[src/rtl/vga_pkg.sv]
// vga_pkg: shared VGA geometry, scheduler FSM states and the pixel write record
package vga_pkg;
  localparam int H_ACTIVE = 640;
  localparam int V_ACTIVE = 480;
  localparam int COORD_W = 10;
  typedef enum logic [1:0] {SCAN, DRAIN, HOLD} wstate_e;
  typedef struct packed {
    logic [COORD_W-1:0] x;
    logic [COORD_W-1:0] y;
    logic               data;
  } pix_t;
  function automatic logic in_range(input logic [COORD_W-1:0] x, input logic [COORD_W-1:0] y);
    return (x < COORD_W'(H_ACTIVE)) && (y < COORD_W'(V_ACTIVE));
  endfunction
endpackage

[src/rtl/vram_write_scheduler_if.sv]
// vram_write_scheduler_if: valid/ready pixel write request channel
interface vram_write_scheduler_if;
  import vga_pkg::*;
  logic               req_valid;
  logic               req_ready;
  logic [COORD_W-1:0] req_x;
  logic [COORD_W-1:0] req_y;
  logic               req_data;
  modport master(output req_valid, req_x, req_y, req_data, input req_ready);
  modport slave(input req_valid, req_x, req_y, req_data, output req_ready);
endinterface

[src/rtl/edge_detector.sv]
// edge_detector: single-cycle pulse on a rising or falling edge of d
module edge_detector #(
  parameter bit FALL = 1'b0,
  parameter bit INIT = 1'b0
) (
  input  logic clk,
  input  logic rst_n,
  input  logic d,
  output logic pulse
);
  logic prev_q, prev_d;
  always_comb begin
    prev_d = d;
    pulse = FALL ? (prev_q && !d) : (!prev_q && d);
  end
  always_ff @(posedge clk or negedge rst_n)
    if (!rst_n) prev_q <= INIT;
    else prev_q <= prev_d;
endmodule

[src/rtl/pixel_write_fifo.sv]
// pixel_write_fifo: synchronous FIFO with flush taking priority over push and pop
module pixel_write_fifo #(
  parameter int DEPTH = 8,
  parameter int W = 21
) (
  input  logic                     clk,
  input  logic                     rst_n,
  input  logic                     push,
  input  logic                     pop,
  input  logic                     flush,
  input  logic [W-1:0]             din,
  output logic [W-1:0]             dout,
  output logic                     full,
  output logic                     empty,
  output logic [$clog2(DEPTH):0]   level
);
  localparam int AW = $clog2(DEPTH);
  logic [W-1:0] mem_q [DEPTH];
  logic [AW-1:0] wr_q, wr_d, rd_q, rd_d;
  logic [AW:0] cnt_q, cnt_d;
  logic do_push, do_pop;
  always_comb begin
    full = cnt_q == (AW+1)'(DEPTH);
    empty = cnt_q == '0;
    do_push = push && !full && !flush;
    do_pop = pop && !empty && !flush;
    wr_d = flush ? '0 : wr_q + AW'(do_push);
    rd_d = flush ? '0 : rd_q + AW'(do_pop);
    cnt_d = flush ? '0 : cnt_q + (AW+1)'(do_push) - (AW+1)'(do_pop);
    dout = mem_q[rd_q];
    level = cnt_q;
  end
  always_ff @(posedge clk)
    if (do_push) mem_q[wr_q] <= din;
  always_ff @(posedge clk or negedge rst_n)
    if (!rst_n) begin
      wr_q <= '0;
      rd_q <= '0;
      cnt_q <= '0;
    end else begin
      wr_q <= wr_d;
      rd_q <= rd_d;
      cnt_q <= cnt_d;
    end
endmodule

[src/rtl/vram_write_scheduler.sv]
// vram_write_scheduler: drains queued pixel writes into VRAM only during blanking, under a per-interval budget
module vram_write_scheduler
  import vga_pkg::*;
#(
  parameter int FIFO_DEPTH = 8,
  parameter int MAX_WRITES = 16
) (
  input  logic                        clk,
  input  logic                        rst_n,
  input  logic                        enable,
  input  logic                        flush,
  input  logic                        display_active,
  vram_write_scheduler_if.slave       req,
  output logic                        ram_we,
  output logic [COORD_W-1:0]          ram_x,
  output logic [COORD_W-1:0]          ram_y,
  output logic                        ram_wdata,
  output logic [$clog2(FIFO_DEPTH):0] fifo_level,
  output logic                        busy
);
  localparam int BW = (MAX_WRITES == 0) ? 1 : $clog2(MAX_WRITES + 1);
  localparam logic [BW-1:0] BUDGET_INIT = BW'(MAX_WRITES);
  localparam bit UNLIM = MAX_WRITES == 0;
  wstate_e state_q, state_d;
  logic [BW-1:0] budget_q, budget_d;
  logic blank_start, full, empty, push;
  pix_t head;
  edge_detector #(.FALL(1'b1), .INIT(1'b1)) u_blank (
    .clk, .rst_n, .d(display_active), .pulse(blank_start)
  );
  pixel_write_fifo #(.DEPTH(FIFO_DEPTH), .W($bits(pix_t))) u_fifo (
    .clk, .rst_n, .push, .pop(ram_we), .flush,
    .din({req.req_x, req.req_y, req.req_data}),
    .dout(head), .full, .empty, .level(fifo_level)
  );
  assign req.req_ready = !full;
  // out-of-range requests complete the handshake but never enter the queue
  assign push = req.req_valid && req.req_ready && in_range(req.req_x, req.req_y);
  assign busy = !empty;
  always_comb begin
    ram_we = (state_q == DRAIN) && !display_active && enable && !empty && (budget_q != '0 || UNLIM);
    ram_x = ram_we ? head.x : '0;
    ram_y = ram_we ? head.y : '0;
    ram_wdata = ram_we && head.data;
    budget_d = blank_start ? BUDGET_INIT : budget_q - BW'(ram_we && budget_q != '0);
    state_d = display_active ? SCAN
            : (state_q == SCAN) ? (blank_start ? DRAIN : SCAN)
            : (enable && (budget_d != '0 || UNLIM)) ? DRAIN : HOLD;
  end
  always_ff @(posedge clk or negedge rst_n)
    if (!rst_n) begin
      state_q <= SCAN;
      budget_q <= '0;
    end else begin
      state_q <= state_d;
      budget_q <= budget_d;
    end
endmodule

[src/flat_wrapper.sv]
// flat-port wrapper written by rule: the top's interface ports become plain ports
module vram_write_scheduler_flat import vga_pkg::*;
#(
  parameter int FIFO_DEPTH = 8,
  parameter int MAX_WRITES = 16
)
  (clk, rst_n, enable, flush, display_active, ram_we, ram_x, ram_y, ram_wdata, fifo_level, busy, req_req_valid, req_req_x, req_req_y, req_req_data, req_req_ready);
  vram_write_scheduler_if req_i ();
  input  logic clk;
  input  logic rst_n;
  input  logic enable;
  input  logic flush;
  input  logic display_active;
  output logic ram_we;
  output logic [COORD_W-1:0] ram_x;
  output logic [COORD_W-1:0] ram_y;
  output logic ram_wdata;
  output logic [$clog2(FIFO_DEPTH):0] fifo_level;
  output logic busy;
  input wire logic [$bits(req_i.req_valid)-1:0] req_req_valid;
  input wire logic [$bits(req_i.req_x)-1:0] req_req_x;
  input wire logic [$bits(req_i.req_y)-1:0] req_req_y;
  input wire logic [$bits(req_i.req_data)-1:0] req_req_data;
  output wire logic [$bits(req_i.req_ready)-1:0] req_req_ready;
  assign req_i.req_valid = req_req_valid;
  assign req_i.req_x = req_req_x;
  assign req_i.req_y = req_req_y;
  assign req_i.req_data = req_req_data;
  assign req_req_ready = req_i.req_ready;
  vram_write_scheduler #(.FIFO_DEPTH(FIFO_DEPTH), .MAX_WRITES(MAX_WRITES)) u_core (.clk(clk), .rst_n(rst_n), .enable(enable), .flush(flush), .display_active(display_active), .req(req_i), .ram_we(ram_we), .ram_x(ram_x), .ram_y(ram_y), .ram_wdata(ram_wdata), .fifo_level(fifo_level), .busy(busy));
endmodule
[config.mk]
export PLATFORM = sky130hd
export DESIGN_NAME = vram_write_scheduler_flat
export DESIGN_NICKNAME = d
export VERILOG_FILES = /design/src/rtl/vga_pkg.sv /design/src/rtl/vram_write_scheduler_if.sv /design/src/rtl/edge_detector.sv /design/src/rtl/pixel_write_fifo.sv /design/src/rtl/vram_write_scheduler.sv /design/src/flat_wrapper.sv
export SDC_FILE = /design/constraint.sdc
export NUM_CORES = 1
export LEC_CHECK = 0
export CAP_MARGIN = 20
export CORE_MARGIN = 3
export CORE_UTILIZATION = 40
export DETAILED_ROUTE_END_ITERATION = 12
export GPL_TIMING_DRIVEN = 0
export PLACE_DENSITY = 0.54
export SLEW_MARGIN = 5
export SYNTH_ARGS = -nofsm -noshare
export SYNTH_HDL_FRONTEND = slang
export SYNTH_SLANG_ARGS = --single-unit
export TNS_END_PERCENT = 100
[constraint.sdc]
create_clock -name clk -period 7.3 [get_ports clk]
set_input_delay 1.825 -clock clk [delete_from_list [all_inputs] [get_ports clk]]
set_output_delay 1.825 -clock clk [all_outputs]
set_load 0.03 [all_outputs]
==> results of run 1 <==
layer usage:
| layer | vias up | track usage | routed length (um) | part of all wire |
|---|---|---|---|---|
| met3 | 14 | 0.03663 | 592 | 0.041 |
| met1 | 1833 | 0.2185 | 6734 | 0.47 |
| li1 | 1612 | - | - | - |
| met2 | 68 | 0.2398 | 6879 | 0.48 |
| met5 | - | 0 | 0 | 0 |
| met4 | 0 | 0.05152 | 199 | 0.014 |
worst max-delay path: stages:
cell and delay, ns:
clkdlybuf4s50_1 0.49, nor4bb_1 0.32, nand3_1 0.30, clkbuf_1 0.42
nor2_1 0.20, clkdlybuf4s50_1 0.69
cells by family after synthesis:
kind of cell	Yosys count	share of synthesized area
adders and majority gates	13	0.02295
buffers and inverters	25	0.02228
DFF	186	0.7414
muxes	63	0.1559
and+or+nand+nor	68	0.04338
xor gates and xnor gates	7	0.008270
AOI/OAI and AO/OA	7	0.005740
cells in the mapped netlist, types with 2 or more instances:
library cell	count	area (um^2)
a21oi_1	2	10.01
buf_12	2	40.04
buf_2	7	35.03
buf_8	2	30.03
clkbuf_1	4	15.01
dfrtp_1	17	425.4
edfxtp_1	168	5045
ha_1	12	150.1
inv_1	9	33.78
mux2i_1	21	210.2
mux4_2	42	945.9
nand2_1	6	22.52
nand2b_1	4	25.02
nand4_1	3	18.77
nor2_1	38	142.6
nor2b_1	7	43.79
nor3_1	2	10.01
nor3b_1	3	22.52
o21ai_0	2	10.01
xnor2_1	7	61.31
final cells by class:
| type | instances | area, um^2 | share of cell area |
|---|---|---|---|
| buffer | 16 | 131.4 | 0.01463 |
| tap | 229 | 286.5 | 0.03190 |
| inverter | 9 | 33.78 | 0.003761 |
| clock buffer | 17 | 425.4 | 0.04737 |
| multi-input combinational | 158 | 1807 | 0.2012 |
| clock inverter | 15 | 222.7 | 0.02480 |
| timing repair buffer | 58 | 578.1 | 0.06436 |
| sequential | 186 | 5497 | 0.6120 |
registers in the layout, indices dropped and copies added, names as in the netlist:
signal                 flops
u_core.u_fifo.rd_q         3
u_core.budget_q            5
u_core.u_fifo.level        4
u_core.u_blank.prev_q      1
u_core.u_fifo.wr_q         3
u_core.state_q             2
u_core.u_fifo.mem_q      168
metrics by stage:
stage               area [um^2]  setup WS (ns)
global placement           8240         0.6008
detailed placement         8333          1.226
global route               8981          1.061
CTS                        8981          1.204
finish                     8981          1.210
floorplan                  7413          2.565
layout by cell type, fill, tap and decap left out, types with 7 or more instances in the layout:
| cell type | Yosys | routed |
|---|---|---|
| mux4_2 | 42 | 42 |
| inv_1 | 9 | 9 |
| nor2b_1 | 7 | 7 |
| nor2_1 | 38 | 32 |
| ha_1 | 12 | 12 |
| dfrtp_1 | 17 | 17 |
| mux2i_1 | 21 | 21 |
| xnor2_1 | 7 | 7 |
| clkdlybuf4s50_1 | 0 | 54 |
| edfxtp_1 | 168 | 168 |
| buf_2 | 7 | 7 |
| clkbuf_16 | 0 | 17 |
worst max-delay path by stage:
stage	startpoint	endpoint	depth (start not counted)
floorplan	display_active	ram_x[0]	4
global placement	req_req_x[8]	u_core.u_fifo.mem_q[0][4]	6
detailed placement	display_active	ram_y[5]	6
CTS	display_active	ram_y[5]	6
global route	display_active	ram_y[5]	6
finish	display_active	ram_y[5]	6
power by group through the flow:
stage / Sequential (W) / Combinational, W / Clock, W
finish: 0.00118 / 0.0000926 / 0.000996
floorplan: 0.00120 / 0.0000408 / 0
detailed placement: 0.00120 / 0.0000939 / 0
global route: 0.00118 / 0.000102 / 0.00106
global placement: 0.00120 / 0.0000903 / 0
CTS: 0.00118 / 0.0000944 / 0.00102
==> impl_results.md, run 1 <==
* Hold Fails Final Rpt at 0
* Syn nets at 409
* Gp weighted congestion at 0.7311
* Hold/Removal Path Class: register to register
* Final Max Tran Viols at 0
* P_leak at 2.892 nW
* Die area at 20200 um^2
* Minimum clock period at 6.090 ns
* Crit. End Element: primary output
* Final Util at 0.4966
* DR vias at 3527
* Worst-skew pair later-pin latency at 0.42 ns
* Initial DRT Pass Iterations at 4
* RSZ-0062 raised after global routing: false
* Peak VDD IR at 182.2 uV
* Fin Setup TNS at 0 ns
* Share of cells above drive strength 1 at 0.2135
* Layout area overhead at 21.15%
* CTS clk-pin slew, worst paths at 0.07 ns
* Initial Util at 0.4099
* GRT Total Usage at 0.1548
* R2r setup slk at 4.47 ns
* Reg2reg end: u_core.state_q[1]
* Fmax at 164.2 MHz
* Sw Pwr at 0.0004430 W
* Least-Margin Pin Slew at 0.8709 ns
* Post-synth EDFFs at 168
* Count of unique library cells instantiated by Yosys at 31
* Hold_sp: u_core.u_blank.prev_q
* Hold_ws at 0.5455 ns
* CTS Buffer Depth at 2
* Setup CP Type: primary input to primary output
* Core Area at 18090 um^2
* Combinational share of power at 0.041
* Critical Path RT at 5.48 ns
* Internal at 0.001821 W
* Reg2reg start: u_core.budget_q[1]
* First-pass GRT wire length at 22830 um
* Sw frac at 0.1957
* Synthesized cell area at 7413 um^2
* Final WL at 14410 um
* Design Power at 0.002264 W
* Remaining antenna violation count at 0
* Part of the power in registers at 0.519
* Mapped Avg Cell Area at 20.09 um^2
* Crit path launch type: primary input
* FF-to-FF path depth at 11
* TritonCTS clock tree: yes
* Wire per inst at 20.94 um
* Hold buffers post-CTS at 0
* Cell Count, Final, Fillers Out at 688
* Setup-failing EPs final at 0
* Clk network pwr share at 0.440
* TritonCTS buffer count at 17
* Synthesized netlist cell count at 369
* Min-Delay Endpoint: u_core.budget_q[4]
* Post-CTS Setup Bufs at 0
* Sequential area share after synthesis at 0.7414
* Number of global-route vias before repair at 3857
* Cells after DPL at 656
* I/O pin cnt at 55
* Final HPWL DP at 8781 um
* H-tree levels at 4
* Resized cells post-CTS at 0
* Root Driver: clkbuf_16
* Grt total ovfl at 0
* Final Cycle Share at 0.8342
* Initial antenna violation count at 0
* Fill count at 1461
* Outcome: finished clean
* Largest net degree at the start of global routing at 22
* YS warnings at 0
* Hold Path Stages at 2
* Primary FF master, synth: edfxtp_1
* First DRT Iteration DRCs at 198
* Slew HR at 0.4180
* Layout net count at 486
* CTS Sinks at 186
* I/O Buffers at 54
* Vias per inst at 5.126
* Die height at 142.1 um
* Pwr dens at 252.1 nW/um^2
* Chip Width at 142.1 um
* Post-synthesis register bit count at 186
* Synth async-reset ratio at 0.09677
* Critical Path Fanout Max at 10
* Row count at 49
* Maxcap violations at 0
* Critical path arrival at 4.26 ns
* Diode count at 0
* Worst Skew at 0.007414 ns
* DR DRC count at 0
No activity file was read; power rests on OpenSTA's default activity.
==> inputs of run 2 (changes only) <==
- clock period: 7.3 -> 5.95 ns (I/O delays scaled with it)
==> results of run 2 <==
The final DEF is identical to that of run 1. Status: finished clean.
Among the figures that moved: setup slack after placement 1.226 ns -> 0.5508 ns; setup slack after layout 1.210 ns -> 0.5354 ns; register-to-register setup slack 4.47 ns -> 3.12 ns; total power 0.002264 W -> 0.002777 W; worst IR drop on VDD 182.2 uV -> 223.6 uV
